File: src/rtl/uart_tx_buffered_pkg.sv
// Shared constants for the buffered UART transmitter.
//   UART_ADDR      : MMIO address the store path decodes to produce wr_en
//   UTX_IDLE..STOP : serialiser FSM state encodings
//   ENABLE/DISABLE : single-bit flag values
//   even_parity()  : parity bit sent in the optional PARITY slot
package uart_tx_buffered_pkg;

    localparam logic [31:0] UART_ADDR = 32'h1000_0000;

    localparam logic [2:0] UTX_IDLE   = 3'd0;
    localparam logic [2:0] UTX_START  = 3'd1;
    localparam logic [2:0] UTX_DATA   = 3'd2;
    localparam logic [2:0] UTX_PARITY = 3'd3;
    localparam logic [2:0] UTX_STOP   = 3'd4;

    localparam logic ENABLE  = 1'b1;
    localparam logic DISABLE = 1'b0;

    function automatic logic even_parity(input logic [7:0] b);
        return ^b;
    endfunction

endpackage

File: src/rtl/uart_tx_buffered_if.sv
// Store-path / status bundle of the buffered UART transmitter.
//   wr_en, wr_data : one-cycle push of a byte (CPU side drives)
//   full, empty    : FIFO status
//   busy           : serialiser not idle
//   overflow       : sticky, a push was dropped
//   uart_tx        : serial line, idle high
// master = CPU / store stage, slave = transmitter.
interface uart_tx_buffered_if;
    logic       wr_en;
    logic [7:0] wr_data;
    logic       full;
    logic       empty;
    logic       busy;
    logic       overflow;
    logic       uart_tx;

    modport master (
        output wr_en, wr_data,
        input  full, empty, busy, overflow, uart_tx
    );

    modport slave (
        input  wr_en, wr_data,
        output full, empty, busy, overflow, uart_tx
    );
endinterface

File: src/rtl/uart_tx_fifo.sv
// Synchronous FIFO for the UART transmitter.
//   clk, rst : clock, synchronous active-high reset
//   push     : write wdata at the tail (ignored while full)
//   wdata    : byte to write
//   pop      : drop the head (ignored while empty)
//   rdata    : current head, combinational
//   full     : count == DEPTH
//   empty    : count == 0
//   count    : number of entries, log2(DEPTH)+1 bits
module uart_tx_fifo #(
    parameter int unsigned DEPTH = 16,
    parameter int unsigned WIDTH = 8,
    localparam int unsigned AW   = $clog2(DEPTH)
) (
    input  logic             clk,
    input  logic             rst,
    input  logic             push,
    input  logic [WIDTH-1:0] wdata,
    input  logic             pop,
    output logic [WIDTH-1:0] rdata,
    output logic             full,
    output logic             empty,
    output logic [AW:0]      count
);

    logic [WIDTH-1:0] mem [DEPTH];
    logic [AW-1:0]    wptr_q;
    logic [AW-1:0]    rptr_q;
    logic [AW:0]      count_q;
    logic             do_push;
    logic             do_pop;

    assign full    = (count_q == (AW+1)'(DEPTH));
    assign empty   = (count_q == '0);
    assign count   = count_q;
    assign rdata   = mem[rptr_q];
    // A push into a full FIFO is dropped even when a pop frees a slot this cycle.
    assign do_push = push && !full;
    assign do_pop  = pop && !empty;

    always_ff @(posedge clk) begin
        if (do_push) begin
            mem[wptr_q] <= wdata;
        end
    end

    always_ff @(posedge clk) begin
        if (rst) begin
            wptr_q  <= '0;
            rptr_q  <= '0;
            count_q <= '0;
        end else begin
            if (do_push) begin
                wptr_q <= wptr_q + AW'(1);
            end
            if (do_pop) begin
                rptr_q <= rptr_q + AW'(1);
            end
            if (do_push && !do_pop) begin
                count_q <= count_q + (AW+1)'(1);
            end else if (!do_push && do_pop) begin
                count_q <= count_q - (AW+1)'(1);
            end
        end
    end

endmodule

File: src/rtl/uart_tx_buffered.sv
// Buffered UART transmitter on the CPU store path. Stored bytes are queued in a FIFO and
// serialised 8N1 (or 8E1) so back-to-back stores never stall the pipeline.
//   clk  : system clock
//   rst  : synchronous, active-high reset; aborts any frame and discards queued bytes
//   bus  : uart_tx_buffered_if.slave (wr_en, wr_data in; full, empty, busy, overflow, uart_tx out)
// Optional feature macro: UART_TX_PARITY_EN adds an even-parity bit between data and stop.
module uart_tx_buffered
    import uart_tx_buffered_pkg::*;
#(
    parameter int unsigned CLK_HZ     = 100_000_000,
    parameter int unsigned BAUD       = 115_200,
    parameter int unsigned FIFO_DEPTH = 16
) (
    input  logic               clk,
    input  logic               rst,
    uart_tx_buffered_if.slave  bus
);

    localparam int unsigned DIV = CLK_HZ / BAUD;
    localparam int unsigned CW  = $clog2(DIV);
    localparam int unsigned AW  = $clog2(FIFO_DEPTH);
    localparam logic [CW-1:0] CNT_LOAD = CW'(DIV - 1);

    logic [7:0]  fifo_rdata;
    logic        fifo_full;
    logic        fifo_empty;
    logic [AW:0] fifo_count;
    logic        pop;
    logic        has_data;
    logic        bit_done;

    logic [2:0]    state_q,   state_d;
    logic [CW-1:0] cnt_q,     cnt_d;
    logic [2:0]    bit_idx_q, bit_idx_d;
    logic [7:0]    shift_q,   shift_d;
    logic          tx_q,      tx_d;
    logic          ovf_q,     ovf_d;
`ifdef UART_TX_PARITY_EN
    logic          parity_q,  parity_d;
`endif

    uart_tx_fifo #(
        .DEPTH (FIFO_DEPTH),
        .WIDTH (8)
    ) u_fifo (
        .clk   (clk),
        .rst   (rst),
        .push  (bus.wr_en),
        .wdata (bus.wr_data),
        .pop   (pop),
        .rdata (fifo_rdata),
        .full  (fifo_full),
        .empty (fifo_empty),
        .count (fifo_count)
    );

    assign has_data = (fifo_count != '0);
    assign bit_done = (cnt_q == '0);
    assign ovf_d    = ovf_q | (bus.wr_en & fifo_full);

    always_comb begin
        state_d   = state_q;
        cnt_d     = cnt_q;
        bit_idx_d = bit_idx_q;
        shift_d   = shift_q;
        tx_d      = tx_q;
        pop       = 1'b0;
`ifdef UART_TX_PARITY_EN
        parity_d  = parity_q;
`endif
        case (state_q)
            UTX_IDLE: begin
                if (has_data) begin
                    pop     = 1'b1;
                    shift_d = fifo_rdata;
                    cnt_d   = CNT_LOAD;
                    tx_d    = 1'b0;
                    state_d = UTX_START;
`ifdef UART_TX_PARITY_EN
                    parity_d = even_parity(fifo_rdata);
`endif
                end
            end
            UTX_START: begin
                if (bit_done) begin
                    cnt_d     = CNT_LOAD;
                    bit_idx_d = 3'd0;
                    tx_d      = shift_q[0];
                    state_d   = UTX_DATA;
                end else begin
                    cnt_d = cnt_q - CW'(1);
                end
            end
            UTX_DATA: begin
                if (bit_done) begin
                    cnt_d = CNT_LOAD;
                    if (bit_idx_q == 3'd7) begin
`ifdef UART_TX_PARITY_EN
                        tx_d    = parity_q;
                        state_d = UTX_PARITY;
`else
                        tx_d    = 1'b1;
                        state_d = UTX_STOP;
`endif
                    end else begin
                        bit_idx_d = bit_idx_q + 3'd1;
                        // Next bit comes from position 1 before the shift lands.
                        shift_d   = shift_q >> 1;
                        tx_d      = shift_q[1];
                    end
                end else begin
                    cnt_d = cnt_q - CW'(1);
                end
            end
`ifdef UART_TX_PARITY_EN
            UTX_PARITY: begin
                if (bit_done) begin
                    cnt_d   = CNT_LOAD;
                    tx_d    = 1'b1;
                    state_d = UTX_STOP;
                end else begin
                    cnt_d = cnt_q - CW'(1);
                end
            end
`endif
            UTX_STOP: begin
                if (bit_done) begin
                    if (has_data) begin
                        // Chain straight into the next frame with no idle gap.
                        pop     = 1'b1;
                        shift_d = fifo_rdata;
                        cnt_d   = CNT_LOAD;
                        tx_d    = 1'b0;
                        state_d = UTX_START;
`ifdef UART_TX_PARITY_EN
                        parity_d = even_parity(fifo_rdata);
`endif
                    end else begin
                        tx_d    = 1'b1;
                        state_d = UTX_IDLE;
                    end
                end else begin
                    cnt_d = cnt_q - CW'(1);
                end
            end
            default: begin
                tx_d    = 1'b1;
                state_d = UTX_IDLE;
            end
        endcase
    end

    always_ff @(posedge clk) begin
        if (rst) begin
            state_q   <= UTX_IDLE;
            cnt_q     <= '0;
            bit_idx_q <= 3'd0;
            shift_q   <= 8'h00;
            tx_q      <= 1'b1;
            ovf_q     <= DISABLE;
`ifdef UART_TX_PARITY_EN
            parity_q  <= 1'b0;
`endif
        end else begin
            state_q   <= state_d;
            cnt_q     <= cnt_d;
            bit_idx_q <= bit_idx_d;
            shift_q   <= shift_d;
            tx_q      <= tx_d;
            ovf_q     <= ovf_d;
`ifdef UART_TX_PARITY_EN
            parity_q  <= parity_d;
`endif
        end
    end

    assign bus.uart_tx  = tx_q;
    assign bus.busy     = (state_q != UTX_IDLE);
    assign bus.full     = fifo_full;
    assign bus.empty    = fifo_empty;
    assign bus.overflow = ovf_q;

endmodule
File: src/flat_wrapper.sv
// flat-port wrapper written by rule: the top's interface ports become plain ports
module uart_tx_buffered_flat import uart_tx_buffered_pkg::*;
#(
    parameter int unsigned CLK_HZ     = 100_000_000,
    parameter int unsigned BAUD       = 115_200,
    parameter int unsigned FIFO_DEPTH = 16
)
  (clk, rst, bus_wr_en, bus_wr_data, bus_full, bus_empty, bus_busy, bus_overflow, bus_uart_tx);
  uart_tx_buffered_if bus_i ();
  input  logic clk;
  input  logic rst;
  input wire logic [$bits(bus_i.wr_en)-1:0] bus_wr_en;
  input wire logic [$bits(bus_i.wr_data)-1:0] bus_wr_data;
  output wire logic [$bits(bus_i.full)-1:0] bus_full;
  output wire logic [$bits(bus_i.empty)-1:0] bus_empty;
  output wire logic [$bits(bus_i.busy)-1:0] bus_busy;
  output wire logic [$bits(bus_i.overflow)-1:0] bus_overflow;
  output wire logic [$bits(bus_i.uart_tx)-1:0] bus_uart_tx;
  assign bus_i.wr_en = bus_wr_en;
  assign bus_i.wr_data = bus_wr_data;
  assign bus_full = bus_i.full;
  assign bus_empty = bus_i.empty;
  assign bus_busy = bus_i.busy;
  assign bus_overflow = bus_i.overflow;
  assign bus_uart_tx = bus_i.uart_tx;
  uart_tx_buffered #(.CLK_HZ(CLK_HZ), .BAUD(BAUD), .FIFO_DEPTH(FIFO_DEPTH)) u_core (.clk(clk), .rst(rst), .bus(bus_i));
endmodule
File: config.mk
export PLATFORM = sky130hd
export DESIGN_NAME = uart_tx_buffered_flat
export DESIGN_NICKNAME = d
export VERILOG_FILES = /design/src/rtl/uart_tx_buffered_pkg.sv /design/src/rtl/uart_tx_buffered_if.sv /design/src/rtl/uart_tx_fifo.sv /design/src/rtl/uart_tx_buffered.sv /design/src/flat_wrapper.sv
export SDC_FILE = /design/constraint.sdc
export NUM_CORES = 1
export LEC_CHECK = 0
export ABC_AREA = 1
export BUFFER_PORTS_ARGS = -buffer_cell sky130_fd_sc_hd__buf_2
export CORE_ASPECT_RATIO = 0.7
export CORE_MARGIN = 4
export CORE_UTILIZATION = 50
export DETAILED_ROUTE_END_ITERATION = 8
export PLACE_DENSITY = 0.64
export SYNTH_ARGS = -nofsm -noshare
export SYNTH_HDL_FRONTEND = slang
export SYNTH_SLANG_ARGS = --single-unit
File: constraint.sdc
create_clock -name clk -period 2.9 [get_ports clk]
set_input_delay 0.58 -clock clk [delete_from_list [all_inputs] [get_ports clk]]
set_output_delay 0.58 -clock clk [all_outputs]
set_load 0.005 [all_outputs]
Yosys cells after proc, flatten, opt, wreduce, memory -nomap -nowiden
Memory sizes are Yosys's and may differ from the RTL's. A register that Yosys moved wholly into a read port is not among the register bits.
Cells that the tools add are included.
{"block": "word_totals", "ff_bits": 39, "memories": 1, "input_bits": 11, "elab_cells": 87, "ramBits": 128}
{"block": "classes", "bitwise_logic": 2, "n_eq_ne": 11, "n_addsub": 6, "reduce_logical": 22, "mux": 36}
{"name": "u_core.u_fifo.mem", "depth": 16, "width": 8, "rd": 1, "rd_ports_with_merged_regs": 1, "wr": 1, "line_no": "uart_tx_fifo.sv:26", "text": "logic [WIDTH-1:0] mem [DEPTH];"}
{"op": "$mux 8", "count": 4}
{"op": "$mux 10", "count": 3}
{"op": "$pmux 10 s3", "count": 1}
{"op": "$mux 3", "count": 8}
{"op": "$pmux 8 s3", "count": 1}
{"op": "$pmux 3 s4", "count": 1}
{"op": "$reduce_and 4->1", "count": 3}
{"op": "$mux 1", "count": 11}
{"op": "$logic_not 10->1", "count": 1}
{"op": "$mux 5", "count": 2}
{"op": "$ne 2x1->1 const B", "count": 5}
{"op": "$sub 10x1->10 const B", "count": 1}
{"op": "$reduce_bool 3->1", "count": 3}
{"op": "$add 4x1->4 const B", "count": 2}
{"op": "$mux 4", "count": 2}
{"op": "$eq 3x3->1 const B", "count": 2}
{"op": "$pmux 3 s2", "count": 1}
{"op": "$add 5x1->5 const B", "count": 1}
{"op": "$eq 5x5->1 const B", "count": 1}
{"op": "$logic_not 5->1", "count": 1}
{"op": "$reduce_and 5->1", "count": 1}
{"op": "$reduce_bool 5->1", "count": 1}
{"op": "$sub 5x1->5 const B", "count": 1}
{"op": "$logic_and 1x1->1", "count": 4}
{"op": "12 further kinds", "count": 16}

Logic depth before layout (Yosys ltp)
Gate-level depths: netlist of run 1.
{"block": "logic_depth", "depth_word": 8, "depth_mapped": 19}

Cells and area by module
Synthesis of run 1 repeated with hierarchy kept, for this count alone.
{"block": "hier_totals", "cells_unflattened": 918, "area_unflattened_um2": 8132.8}
{"mod": "uart_tx_fifo", "area_each_um2": 6442.4, "cells_per_inst": 657, "instances": 1}
{"mod": "uart_tx_buffered", "area_each_um2": 1690.4, "cells_per_inst": 261, "instances": 1}

Worst setup path after synthesis of run 1
No wires, ideal clock.
{"block": "synth_path", "kind": "reg2reg", "from": "reg u_core.cnt_q[0]", "to": "reg u_core.u_fifo.count_q[4], in the netlist u_core.u_fifo.count[4]", "path_stages_with_launch": 19, "setup_slack_ns": 0.467, "arrival_time_ns": 2.320, "setup_time_ns": 0.113, "n_path_buf": 1, "period_less_slack_ns": 2.433, "cell_sequence": "dfxtp_1 inv_1 ha_1 inv_1 nor2_1 nand3_1 nand2_1 nand2_2 buf_6 ha_1 inv_1 fa_1 a21o_1 a21oi_1 nor2_1 nor2_1 nand2_1 nor2_1 nor2_1"}
{"block": "synth_between", "elab_chain_len": 7, "elab_cells_between_ends": 9, "classes_between": "mux (3); reduce/logical (6)"}
{"item": "from (decl)", "line_no": "uart_tx_buffered.sv:33", "text": "logic [CW-1:0] cnt_q, cnt_d;"}
{"item": "from (signal assigned)", "line_no": "uart_tx_buffered.sv:166", "text": "cnt_q <= cnt_d;"}
{"item": "$logic_not 10->1 (*)", "line_no": "uart_tx_buffered.sv:58", "text": "assign bit_done = (cnt_q == '0);"}
{"item": "$mux 1 (*)", "line_no": "uart_tx_buffered.sv:127", "text": "if (bit_done) begin"}
{"item": "$pmux 1 s2 (*)", "line_no": "uart_tx_buffered.sv:71", "text": "case (state_q)"}
{"item": "$logic_and 1x1->1 (*)", "line_no": "uart_tx_fifo.sv:39", "text": "assign do_pop = pop && !empty;"}
{"item": "$logic_not 1->1", "line_no": "uart_tx_fifo.sv:59", "text": "if (do_push && !do_pop) begin"}
{"item": "$logic_and 1x1->1", "line_no": "uart_tx_fifo.sv:59"}
{"item": "$mux 5 or $reduce_bool 2->1 (tied branches)"}
{"item": "to (signal assigned)", "line_no": "uart_tx_fifo.sv:60", "text": "count_q <= count_q + (AW+1)'(1);"}
{"item": "to (signal assigned)", "line_no": "uart_tx_fifo.sv:62", "text": "count_q <= count_q - (AW+1)'(1);"}
{"item": "to (decl)", "line_no": "uart_tx_fifo.sv:29", "text": "logic [AW:0] count_q;"}
Mark *: on every way between the ends. The rest lies on a longest branch, timed or not.
A chain may end at the register's enable or synchronous reset.

Final worst setup path of run 1
Ends and elaborated chain as after synthesis.

==> impl.org, run 1 <==
** Synth
- Gate count of the mapped netlist :: 818
- Cell area after synthesis :: 0.00768 sq mm
- Share of synthesized flip-flops with an asynchronous set or reset :: 0%
- Most used DFF post-synth :: sky130_fd_sc_hd__edfxtp_1
- sky130_fd_sc_hd__nand2_1 is the most common cell in the netlist.
- Share of the synthesized area in the top cell type :: 50.1%
- Count of cell types in the netlist :: 35
- A synthesized cell averages 9.38 sq um.
- EDFF count, synth :: 128
- Leading post-synthesis cells by cell area :: sky130_fd_sc_hd__edfxtp_1, sky130_fd_sc_hd__dfxtp_1, sky130_fd_sc_hd__nand2_1, sky130_fd_sc_hd__nand3_1, sky130_fd_sc_hd__inv_1
- Summing the sequential cell areas from Yosys gives 61.3% of the chip area.
- When the netlist entered floorplanning its net count stood at 843.
- Library cell occupying the most area in the post-synthesis netlist :: sky130_fd_sc_hd__edfxtp_1
- Synthesis inferred 171 register bits.
- By count the netlist is led by sky130_fd_sc_hd__nand2_1, sky130_fd_sc_hd__edfxtp_1, sky130_fd_sc_hd__nand3_1.
- The Yosys step of the flow raised 0 warnings.

** Flow run
- Max-cap violations in this run came to 0.

** Clocking
- # Post-CTS Setup Buffers :: 0
- The clock passes through at most 2 buffers.
- The H-tree generated during clock tree synthesis spans 4 levels.
- TritonCTS buffer count :: 17
- Num Clock Sinks :: 171
- Clock tree root driver cell :: sky130_fd_sc_hd__clkbuf_16
- TritonCTS clock tree :: done
- Clock-pin slew was measured on the worst setup and hold paths at 0.06 ns.
- Clock insertion delay at the later pin of the skew report :: 0.44 ns

** STA
- The final hold violation count was 0.
- Endpoints failing setup :: 0
- Setup repair after global routing missed its margin :: no
- The clock arrives with 0.00778 ns of skew.
- At the pin with the least slew margin, the transition time is 0.731 ns.
- Setup TNS after final layout :: 0 ns
- Period Utilization, post-route :: 88.7%
- Max transition margin :: 51.3%
- Final critical delay including setup and external delays :: 2.57 ns
- Peak clock frequency supported by timing :: 389 MHz
- Setup slack on the critical path of the routed design comes to 0.329 ns.
- The number of slew-limit violations in the final report is 0.

** Drt
- Iteration-0 DRC Markers :: 533
- Total Wirelength :: 17.2 mm
- After detailed routing, the number of vias per cell comes to 5.24.
- WL per Instance :: 16.4 um
- First-pass iteration count of the detailed router :: 7
- After detailed routing, the number of remaining DRC violations is 0.
- Number of nets with antenna violations after routing :: 0
- For this block, the via count after detailed routing is 5502.

** Placed design
- Dpl ws :: 0.340 ns
- The count of buffers added on input and output ports is 15.
- Routability Congestion :: 0.907
- Detailed placement ended at an HPWL of 11.2 mm.

** Setup path
- The endpoint identified for the worst register-to-register timing path is u_core.u_fifo.count[4].
- CP max stage delay :: 0.40 ns
- STA puts the critical path data required time at 3.27 ns.
- The worst setup path is captured at a register.
- In this run the register-to-register setup slack is 0.33 ns.
- The worst register-to-register path begins at u_core.cnt_q[0].
- STA puts the critical path data arrival time at 2.94 ns.
- Worst r2r path cells :: 18
- Chain of cells forming the critical path :: inv_1 -> ha_1 -> inv_1 -> nor2_1 -> nand3_1 -> nand2_1 -> nand2_2 -> ha_1 -> inv_2 -> fa_1 -> a21o_1 -> a21oi_1 -> nor2_1 -> nor2_1 -> nand2_1 -> nand2_1 -> nand2_1 -> nor2_1
- Type of element launching the critical path :: register
- Along the worst path, the maximum fanout reaches 5.
- Termination of the worst setup path :: u_core.u_fifo.count[4]
- Slowest cell on crit path :: sky130_fd_sc_hd__fa_1
- The most critical setup path has its startpoint at u_core.cnt_q[0].
- The critical path is of the reg -> reg type.

** Floorplanning
- Placeable core region :: 0.0149 sq mm
- Site row count :: 37
- Initial cell density of the core :: 51.7%
- The die is 156 um wide.
- Area enclosed by the die boundary :: 0.0174 sq mm
- The floorplan step set the die height to 112 um.
- # IOs :: 16

** Pwr
- Overall power of the completed layout :: 0.00828 W
- Power per standard cell area :: 965 mW/mm^2
- IR analysis of the VDD net gives a maximum drop of 0.000459 V.
- For this design the static power due to leakage is 3.59 nW.

** Global routing
- The first global-routing pass estimated 27.5 mm of wire.
- Global route overflow :: 0
- Vias in the first global route :: 5244
- The initial antenna violation count is 0.
- Entering global routing, the biggest net connects 68 pins.
- Total Routing Usage GR :: 20.5%

** Hold path
- The worst hold path belongs to the class in -> reg.

** Final layout
- In the final design database the tool counted 868 nets.
- Share of post-route cells with drive strength above 1 :: 10.7%
- P&R area growth vs syn :: 11.8%
- Layout filler cell count :: 1267
- Ant diodes :: 0

** Status
- The run finished with clean final reports.
stage by stage:
step | instance area, sq um | std cells | hold WS (ns) | utilization, %
after detailed placement | 8000 | 1019 | 0.458 | 53.8
after global routing | 8580 | 1051 | 0.444 | 57.8
after CTS | 8580 | 1051 | 0.400 | 57.8
final | 8580 | 1051 | 0.407 | 57.8
after global placement | 8000 | 1019 | 0.446 | 53.8
after floorplan | 7680 | 818 | 0.433 | -
routing by layer:
| layer | track usage (%) | share of wire (%) | vias to the layer above |
|---|---|---|---|
| met5 | 0 | 0 | - |
| met4 | 7.57 | 1.9 | 0 |
| met3 | 4.74 | 7.3 | 32 |
| met2 | 29.2 | 43 | 202 |
| met1 | 30.7 | 48 | 2534 |
| li1 | - | - | 2734 |
sequential cells by signal, indices dropped and copies added, names as in the netlist, named ones only:
name and count:
u_core.u_fifo.wptr_q 4, u_core.bus.overflow 1, u_core.state_q 3, u_core.shift_q 8, u_core.bit_idx_q 3, u_core.u_fifo.mem 128
u_core.cnt_q 10, u_core.u_fifo.count 5, u_core.u_fifo.rptr_q 4, u_core.bus.uart_tx 1
layout make-up:
| class | count | area, sq um | area share [%] |
|---|---|---|---|
| clock buffers | 18 | 429 | 5.00 |
| clock inverters | 14 | 154 | 1.79 |
| inverters | 99 | 372 | 4.33 |
| multi-input cells | 517 | 2440 | 28.4 |
| flip-flops and latches | 171 | 4710 | 54.8 |
| well taps | 195 | 244 | 2.84 |
| repair buffers | 37 | 240 | 2.80 |
placed cells by master (no fill, tap or decap), types with 2 or more instances in the layout:
master	n
sky130_fd_sc_hd__nand2_1	218
sky130_fd_sc_hd__edfxtp_1	128
sky130_fd_sc_hd__nand3_1	94
sky130_fd_sc_hd__inv_1	90
sky130_fd_sc_hd__nor2_1	80
sky130_fd_sc_hd__dfxtp_1	42
sky130_fd_sc_hd__a21oi_1	39
sky130_fd_sc_hd__o21ai_0	34
sky130_fd_sc_hd__buf_4	22
sky130_fd_sc_hd__clkbuf_16	17
sky130_fd_sc_hd__buf_2	15
sky130_fd_sc_hd__ha_1	13
sky130_fd_sc_hd__inv_2	9
sky130_fd_sc_hd__clkinvlp_4	5
sky130_fd_sc_hd__nor2_2	4
sky130_fd_sc_hd__nor2_4	4
sky130_fd_sc_hd__nand2_2	4
sky130_fd_sc_hd__nand4_1	3
sky130_fd_sc_hd__xor2_1	3
sky130_fd_sc_hd__o211ai_1	3
sky130_fd_sc_hd__clkinv_2	3
sky130_fd_sc_hd__clkinv_1	3
sky130_fd_sc_hd__bufinv_16	3
sky130_fd_sc_hd__nand2_4	2
sky130_fd_sc_hd__o21ai_1	2
sky130_fd_sc_hd__nand3b_1	2
sky130_fd_sc_hd__xnor2_1	2
what timing repair did:
| action | in CTS | in global routing |
|---|---|---|
| resized for setup | 0 | 1 |
| setup endpoints to repair | 0 | 1 |
| hold buffers | 0 | 0 |
worst max-delay path: cells and delay by family, from the launching register on:
kind                       cells  cell delay (ns)
buffers and inverters          3             0.23
DFF                            1             0.33
adders and majority gates      3             0.81
AOI/OAI and AO/OA              2             0.37
and+or+nand+nor               10             0.77
report_power, final:
part	switching (W)	total [W]	internal (W)
Combinational	0.00206	0.00301	0.000946
Clock	0.000916	0.00225	0.00134
Sequential	0.000154	0.00302	0.00286
worst min path at each step:
stage                            from  slack, ns                   to  cells past startpoint
global placement      u_core.cnt_q[0]       0.45      u_core.cnt_q[0]                      2
finish                      bus_wr_en       0.41  u_core.bus.overflow                      3
global route                bus_wr_en       0.44  u_core.bus.overflow                      3
CTS                         bus_wr_en       0.40  u_core.bus.overflow                      3
floorplan             u_core.cnt_q[0]       0.43      u_core.cnt_q[0]                      2
detailed placement  u_core.shift_q[5]       0.46    u_core.shift_q[5]                      2
logic make-up (layout without fill, tap and decap cells):
logic type / count (synthesis) / count (layout) / synth area share [%]
buffers and inverters: 130 / 168 / 6.93
AND/OR/NAND/NOR: 413 / 413 / 22.9
XOR/XNOR: 5 / 5 / 0.571
flip-flops: 171 / 171 / 61.3
AO/OA/AOI/OAI: 85 / 85 / 5.97
adder cells (fa/ha/maj): 14 / 14 / 2.38
(Power assumes the default switching activity.)
==> inputs of run 2 (changes only) <==
SETUP_SLACK_MARGIN = 0.4   (was not set)
clock period = 3.18 ns   (was 2.9 ns; I/O delays follow)
==> run 2 against run 1 <==
- routed wire length is 0.60% higher
- setup slack better by 0.30 ns
- non-clock buffer count is 6 lower
- sequential share of layout area hardly changed
- via count hardly changed
- maximum frequency is 0.60% higher
- core utilization is 0.050 points higher
- count of clock-buffer cells in the layout is 1 lower
- register-to-register slack better by 0.30 ns
==> impl.org, run 2 (synthesis gave the netlist of run 1 again) <==
** Setup path
- Worst r2r path cells :: 16
- Crit Reg-Reg Startpoint :: u_core.cnt_q[0]
- CP Data Arrival Time :: 2.88 ns
- Critical path capture point type :: register
- In this run the worst path has a maximum fanout of 5.
- Critical R2R Capture :: u_core.u_fifo.count[3]
- Type of element launching the critical path :: register
- The worst setup path is of the reg -> reg kind.
- Slack of the worst reg-to-reg path :: 0.62 ns
- Worst endpoint required time :: 3.50 ns

** Drt
- The detail route stage leaves a number of antenna-violating nets equal to 0.
- For this block, the via count after detailed routing is 5505.
- Iteration-0 DRC Markers :: 482
- Total Wirelength :: 17.3 mm
- First-pass iteration count of the detailed router :: 5
- In the routed design, unresolved DRC markers number 0.
- Detailed-route vias per instance :: 5.27
- Dividing the detail-routed wire length by the instance count gives 16.6 um.

** Final layout
- Area occupied by multi-input gates :: 0.00245 sq mm
- Layout filler cell count :: 1277
- The finished layout holds 1045 standard cells, fillers aside.
- Ant diodes :: 0
- Share of post-route cells with drive strength above 1 :: 10.9%
- Registers with the highest flip-flop counts :: u_core.u_fifo.mem x128, u_core.cnt_q x10, u_core.shift_q x8
- Layout Nets :: 862
- The register with the most flip-flops in the layout has 128 of them.
- Measured on the finished design, the core utilization comes to 57.8%.
- Sequential cell area :: 0.00471 sq mm
- Largest register by flop count :: u_core.u_fifo.mem
- Compared with the post-synthesis result, the final layout area differs by 11.9%.
- Most common cell after layout, fill and taps aside :: sky130_fd_sc_hd__nand2_1
- Post-route cell area :: 0.00859 sq mm
- In the layout the commonest cells are sky130_fd_sc_hd__nand2_1, sky130_fd_sc_hd__edfxtp_1, sky130_fd_sc_hd__nand3_1, sky130_fd_sc_hd__inv_1, sky130_fd_sc_hd__nor2_1.

** Global routing
- Grt met3 use :: 5.79%
- Maximum number of pins on one net before global-route repair :: 68
- Global-route layer with the greatest usage :: met1
- Global routing used 21.1% of the available tracks across all layers.
- Met1 global-route usage :: 31.8%
- Antenna violations before repair :: 0
- Vias in the first global route :: 5319
- First-pass GRT wire length :: 28.3 mm
- Global routing consumed, on the met2 layer, 29.9% of the routing resources.
- Global routing finished with a remaining overflow of 0.

** Clocking
- TritonCTS buffer count :: 17
- The tree built by TritonCTS fans out to 171 sinks.
- Clock insertion delay at the later pin of the skew report :: 0.43 ns
- Clock slew at the register clock pins of the worst setup and hold paths :: 0.07 ns
- TritonCTS clock tree :: done
- The longest clock path from root to sink contains 2 buffers.
- Once the clock tree was built, the setup fixing pass inserted 0 buffers.
- The H-tree was split into 4 levels.
- The cell sitting at the root of the clock tree is a sky130_fd_sc_hd__clkbuf_16.

** STA
- Max transition margin :: 39.8%
- The final hold violation count came to 0.
- Based on the critical path, the design can be clocked at up to 391 MHz.
- Endpoints failing setup :: 0
- The worst path needs 2.56 ns of the cycle, external delays included.
- Setup repair after global routing missed its margin :: no
- The number of slew-limit violations in the final report was 0.
- For the final routed database, the setup TNS stands at 0 ns.
- Skew final :: 0.00879 ns
- The worst path uses 80.4% of the clock period.
- Slew of the pin with the lowest slew margin :: 0.899 ns

** Placed design
- Detailed Place HPWL :: 11.4 mm
- In this run the tool buffered the top-level ports with 15 buffer cells.
- At the end of routability-driven placement, the weighted congestion stood at 0.879.
- Post-detailed-placement cell area :: 0.00796 sq mm
- Post-placement cell count :: 1013

** Floorplanning
- The initial utilization of the core area, before any placement, comes to 51.7%.
- X dimension of the die :: 156 um
- The region available for standard cell placement spans 0.0149 sq mm.
- Die boundary height :: 112 um
- After floorplanning, the core was divided into 37 placement rows.
- # IOs :: 16
- The floorplan step defined a die boundary enclosing 0.0174 sq mm.

** Hold path
- Worst Hold Path EP :: u_core.bus.overflow
- The tightest min-delay check is of the in -> reg type.
- The worst hold path begins at bus_wr_en.
- Counting instances, the worst hold path has a depth of 3.

** Status
- Outcome :: complete, no violations

** Pwr
- Power per standard cell area :: 894 mW/mm^2
- Overall power of the completed layout :: 0.00768 W
- Largest voltage drop on the vdd net :: 0.000389 V
- For this design the static power due to leakage is 3.58 nW.

** Flow run
- Max cap viols :: 0
## run 2: cell types whose count changed in the layout (fill, tap and decap cells not counted), sizes merged
| cell | before | now |
|---|---|---|
| clkbuf | 18 | 17 |
| buf | 37 | 31 |
| clkinvlp | 5 | 4 |
| inv | 99 | 100 |
| bufinv | 3 | 4 |
## run 2: what timing repair did
item,in CTS,in global routing
hold buffers,0,0
resized for setup,0,5
setup endpoints to repair,0,2
## run 2: worst max path at each step
stage / start / endpoint / slack (ns) / cells after the start
3_5_place_dp: u_core.cnt_q[0] / u_core.u_fifo.count[4] / 0.55 / 18
5_1_grt: u_core.cnt_q[0] / u_core.u_fifo.count[4] / 0.42 / 18
6_report: u_core.cnt_q[0] / u_core.u_fifo.count[3] / 0.62 / 16
2_1_floorplan: u_core.cnt_q[0] / u_core.u_fifo.count[4] / 0.75 / 18
4_1_cts: u_core.cnt_q[0] / u_core.u_fifo.count[4] / 0.53 / 18
3_3_place_gp: u_core.cnt_q[0] / u_core.u_fifo.count[4] / 0.65 / 18
## run 2: metal layers
metal  vias to the layer above  share of wire [%]
met4                         0                1.4
met2                       178                 44
met1                      2583                 48
li1                       2722                  -
met3                        22                7.2
met5                         -                  0
## run 2: report_power, final
part	internal [W]	switching, W
registers	0.00261	0.000143
logic	0.000874	0.00188
clock network	0.00131	0.000856
total	0.00480	0.00288
## run 2: worst max-delay path: stages (launching register included)
cell                       delay (ns)
sky130_fd_sc_hd__dfxtp_1         0.33
sky130_fd_sc_hd__inv_1           0.09
sky130_fd_sc_hd__ha_1            0.22
sky130_fd_sc_hd__inv_1           0.09
sky130_fd_sc_hd__nor2_1          0.05
sky130_fd_sc_hd__nand3_1         0.15
sky130_fd_sc_hd__nand2_1         0.11
sky130_fd_sc_hd__nand2_2         0.09
sky130_fd_sc_hd__ha_2            0.20
sky130_fd_sc_hd__inv_2           0.07
sky130_fd_sc_hd__ha_1            0.34
sky130_fd_sc_hd__nand2_1         0.09
sky130_fd_sc_hd__nor2_1          0.05
sky130_fd_sc_hd__a211oi_1        0.28
sky130_fd_sc_hd__xnor2_1         0.09
sky130_fd_sc_hd__o21ai_0         0.15
sky130_fd_sc_hd__inv_1           0.05
## run 2: cell type report
cell class,instances,share of cell area [%]
multi-input cells,517,28.5
clock inverters,15,2.32
clock buffers,17,4.95
inverters,99,4.33
flip-flops and latches,171,54.8
well taps,195,2.84
repair buffers,31,2.27
## run 2: stage by stage
step	hold WS (ns)	setup WS, ns
finish	0.466	0.624
global route	0.478	0.422
CTS	0.454	0.530
detailed placement	0.453	0.546
global placement	0.447	0.655
floorplan	0.433	0.747
